===== src/rtl/seq11011_frame_tx.sv =====
// Serial frame transmitter: sends 1,1,0,1,1 sync, then the payload MSB-first, then GAP_LEN zeros.
// All outputs are registers or pure state decodes, so there is no input-to-output path.
module seq11011_frame_tx #(
  parameter int DATA_W  = 8,
  parameter int GAP_LEN = 2
) (
  input  logic              clk,
  input  logic              rst,
  input  logic [DATA_W-1:0] data_in,
  input  logic              valid_in,
  output logic              ready_out,
  output logic              tx_out,
  output logic              busy,
  output logic              frame_done
);

  localparam int BW = $clog2(DATA_W + 1);
  localparam int GW = (GAP_LEN > 0) ? $clog2(GAP_LEN + 1) : 1;
  localparam logic [BW-1:0] BIT_LAST = BW'(DATA_W - 1);
  localparam logic [GW-1:0] GAP_LAST = GW'((GAP_LEN > 0) ? GAP_LEN - 1 : 0);
  localparam logic [4:0]    SYNC_PAT = 5'b11011;

  typedef enum logic [1:0] {IDLE, SYNC, DATA, GAP} state_t;

  state_t            state_q, state_n;
  logic [DATA_W-1:0] shreg_q, shreg_n;
  logic [BW-1:0]     bitcnt_q, bitcnt_n;
  logic [2:0]        sync_q, sync_n;
  logic [GW-1:0]     gap_q, gap_n;
  logic              tx_q, tx_n;
  logic              done_q, done_n;

  always_ff @(posedge clk or posedge rst) begin
    if (rst) begin
      state_q  <= IDLE;
      shreg_q  <= '0;
      bitcnt_q <= '0;
      sync_q   <= '0;
      gap_q    <= '0;
      tx_q     <= 1'b0;
      done_q   <= 1'b0;
    end else begin
      state_q  <= state_n;
      shreg_q  <= shreg_n;
      bitcnt_q <= bitcnt_n;
      sync_q   <= sync_n;
      gap_q    <= gap_n;
      tx_q     <= tx_n;
      done_q   <= done_n;
    end
  end

  always_comb begin
    state_n  = state_q;
    shreg_n  = shreg_q;
    bitcnt_n = bitcnt_q;
    sync_n   = sync_q;
    gap_n    = gap_q;
    case (state_q)
      IDLE: begin
        if (valid_in) begin
          state_n  = SYNC;
          shreg_n  = data_in;
          sync_n   = '0;
          bitcnt_n = '0;
          gap_n    = '0;
        end
      end
      SYNC: begin
        if (sync_q == 3'd4) begin
          state_n  = DATA;
          bitcnt_n = '0;
        end else begin
          sync_n = sync_q + 3'd1;
        end
      end
      DATA: begin
        if (bitcnt_q == BIT_LAST) begin
          state_n = (GAP_LEN > 0) ? GAP : IDLE;
          gap_n   = '0;
        end else begin
          shreg_n  = shreg_q << 1;
          bitcnt_n = bitcnt_q + BW'(1);
        end
      end
      GAP: begin
        if (gap_q == GAP_LAST) state_n = IDLE;
        else                   gap_n   = gap_q + GW'(1);
      end
      default: state_n = IDLE;
    endcase

    // Line bit and done flag are precomputed from next-state values so they register in step with the state.
    case (state_n)
      SYNC:    tx_n = SYNC_PAT[3'd4 - sync_n];
      DATA:    tx_n = shreg_n[DATA_W-1];
      default: tx_n = 1'b0;
    endcase
    done_n = (state_n == DATA) && (bitcnt_n == BIT_LAST);
  end

  assign tx_out     = tx_q;
  assign frame_done = done_q;
  assign ready_out  = (state_q == IDLE);
  assign busy       = (state_q != IDLE);

endmodule


===== config.mk =====
export PLATFORM = sky130hd
export DESIGN_NAME = seq11011_frame_tx
export DESIGN_NICKNAME = d
export VERILOG_FILES = /design/src/rtl/seq11011_frame_tx.sv
export SDC_FILE = /design/constraint.sdc
export NUM_CORES = 1
export LEC_CHECK = 0
export BUFFER_PORTS_ARGS = -buffer_cell sky130_fd_sc_hd__buf_2
export CELL_PAD_IN_SITES_DETAIL_PLACEMENT = 1
export CELL_PAD_IN_SITES_GLOBAL_PLACEMENT = 1
export CORE_ASPECT_RATIO = 0.75
export CORE_MARGIN = 2
export CORE_UTILIZATION = 39
export CTS_CLUSTER_DIAMETER = 150
export DETAILED_ROUTE_END_ITERATION = 10
export HOLD_SLACK_MARGIN = 0.08
export PLACE_DENSITY = 0.8
export RECOVER_POWER = 100
export SLEW_MARGIN = 20
export SYNTH_ARGS = -nofsm -noshare
export SYNTH_HDL_FRONTEND = slang
export SYNTH_SLANG_ARGS = --single-unit

===== constraint.sdc =====
create_clock -name clk -period 1.7 [get_ports clk]
set_input_delay 0.34 -clock clk [delete_from_list [all_inputs] [get_ports clk]]
set_output_delay 0.34 -clock clk [all_outputs]
set_load 0.02 [all_outputs]

==> summary.txt <==
Clock tree
  • Number of H-tree levels: 1
  • CTS max path bufs: 2
  • CTS tree: built
  • Latest clock arrival within the worst-skew pair: 270 ps
  • CTS Buf Count: 3
  • Clock root cell: clkbuf_8
  • Clk sink count: 21
  • Clk slew on worst S/H paths: ~80 ps

Cells and area
  • Final core occ: a little over half
  • Share of layout cells above drive strength 1: between 20 and 30%
  • Ant diodes: 0
  • Nets: 160
  • Area Overhead vs Synth: 24.6%

Drt
  • Routed wire length per instance: about 15 um
  • Post-route ant nets: 0
  • First DRT Iteration DRCs: 38
  • Via/cell ratio: between 5 and 6
  • Residual DRC count: 0
  • Drt pass-1 iters: 4
  • Final wirelength: between 2000 and 3000 um
  • Vias: 921

Hold path
  • Hold Crit Class: input port to register
  • Hold path cells: 3

Synth
  • Synth area leaders: dfrtp_1 (47%), ha_1 (6.7%), nand2_1 (5.7%), a22oi_1 (4.7%), inv_1 (2.7%)
  • Top cell type's share of synthesized area: between 40% and 50%
  • Synth warn: 0
  • Synthesized net count: around 130
  • Mapped Area: around 1100 sq um
  • Synthesized area per cell: around 9.9 sq um
  • Post-synth EDFFs: 0
  • Async set-reset flop share out of synthesis: 100%
  • Distinct cells, synth: 38
  • Count leader, synth: dfrtp_1
  • Post-Syn Instances: 112
  • Area leader, netlist: dfrtp_1
  • Predominant post-synthesis flop cell: dfrtp_1
  • Synth top cells by count: dfrtp_1 (21), nand2_1 (17), inv_1 (8), a22oi_1 (7), ha_1 (6)
  • Flops & latches, synth: 21
  • Sequential area share after synthesis: 47.2%

GRT
  • Initial antenna violation count: 0
  • First-pass GRT wire length: around 4700 um
  • GRT overflow: 0
  • Largest net degree at the start of global routing: 22
  • Vias in the first global route: 1020
  • Total GRT Usage: 19.1%

Pwr
  • Lkg Pwr: between 0.6 and 0.7 nW
  • Worst vdd ir: 0.000641 V
  • PwrDens: about 1700 nW/um^2
  • Overall power: 2.43 mW

Worst setup path
  • Critical path endpoint category: register
  • Reg2Reg Depth: 7
  • WP data arrival: approximately 1900 ps
  • Critical path startpoint category: register
  • Max FO, Critical Path: 2
  • CP required: 1900 ps
  • Crit Path Category: register to register

Timing
  • Setup total negative slack: 0 ps
  • Max Clk Rate: 0.589 GHz
  • Worst-Margin Slew: between 1000 and 1500 ps
  • Fin. Hold Viols: 0
  • Clock skew: 5.20 ps
  • Max-slew headroom: 22.6%
  • RSZ-0062 raised after global routing: yes
  • Final setup fails: 0
  • Max-slew violations: 0
  • Final Cycle Share: between 90% and 100%
  • Tmin final: approximately 1700 ps

Placed design
  • Number of I/O port buffers: 14
  • Final GP Congestion: just under 0.8
  • DP HPWL: approximately 2000 um

Run status
  • Result of the run: complete, no violations

Die
  • Num rows: 16
  • Die area: roughly 3300 sq um
  • Die height: roughly 50 um
  • I/O pin total: 15
  • Initial core utilization: about two fifths
  • Chip width: 65.7 um
  • Core area: ~2700 sq um

Run
  • Maxcap violations: 0
-- cells by family after synthesis --
kind of cell	after synthesis	synth area share, %
xor+xnor	1	0.787
fa+ha+maj	6	6.74
simple gates	38	17.4
buf+inv	12	5.28
mux	2	1.80
flops	21	47.2
compound gates	32	20.8
-- registers in the layout, summed over array words and instances, names as in the netlist --
register / flops
tx_out: 1
gap_q: 2
bitcnt_q: 4
state_q: 2
shreg_q: 8
frame_done: 1
sync_q: 3
-- metal layers --
metal / vias up / routed length (um) / global-route usage [%]
met5: - / 0 / 0
met4: 0 / 15 / 4.17
met3: 2 / 94 / 4.71
li1: 453 / - / -
met1: 450 / 1250 / 24.0
met2: 16 / 1360 / 33.3
-- where the power goes --
part	internal [mW]	switching [mW]	total (mW)	leakage, nW
Clock	0.164	0.170	0.334	0.0255
Combinational	0.565	0.680	1.24	0.370
Sequential	0.700	0.149	0.848	0.270
-- worst max-delay path, stage by stage (launching register included) --
cell and delay [ps]:
dfrtp_1 390, ha_2 190, and3b_1 170, o211ai_1 240, o21a_1 210, ha_2 210
o21ai_1 80, a21oi_2 140
-- placed cells by master (no fill, tap or decap), types with 2 or more instances in the layout --
cell type / n
and2_1: 2
dfrtp_1: 21
clkbuf_8: 3
ha_2: 3
a22o_1: 3
clkbuf_1: 3
buf_4: 15
mux2i_1: 2
o21a_1: 2
nand2b_1: 2
nand3_1: 4
nand2_1: 17
nor2b_1: 2
inv_1: 7
buf_2: 12
a22oi_1: 7
a21oi_1: 4
ha_1: 3
o21ai_0: 4
nor2_1: 3
-- cell type report --
class,count,area [sq um]
clock buffers,3,41.3
clock inverters,1,5.00
fillers,325,1270
inverters,8,30.0
multi-input cells,79,557
flip-flops and latches,21,526
well taps,36,45.0
repair buffers,30,184
-- through the flow --
step	std cells	setup WS (ps)	area (sq um)	hold slack (ps)
floorplan	112	-34.1	1120	317
global placement	170	0.679	1290	380
detailed placement	170	-79.3	1290	387
CTS	177	11.8	1380	93.6
global route	178	-107	1390	308
finish	178	2.54	1390	286
-- final timing paths --
kind | start | end | slack, ps
worst max register to register | bitcnt_q[0]$_DFF_PP0_ | tx_out$_DFF_PP0_ | 3
worst max-delay path | bitcnt_q[0]$_DFF_PP0_ | tx_out$_DFF_PP0_ | 3
min in group asynchronous | rst | shreg_q[1]$_DFFE_PP0P_ | 430
worst min register to register | shreg_q[3]$_DFFE_PP0P_ | shreg_q[3]$_DFFE_PP0P_ | 490
worst min-delay path | data_in[0] | shreg_q[0]$_DFFE_PP0P_ | 290
max in group asynchronous | rst | bitcnt_q[1]$_DFF_PP0_ | 580
-- repair_timing --
action | in CTS | in global routing
pin swaps | 3 | 2
hold buffers | 0 | 0
endpoints found under the setup margin | 2 | 2
setup buffers | 3 | 1
gates resized for setup | 4 | 1
(Power assumes the default switching activity.)
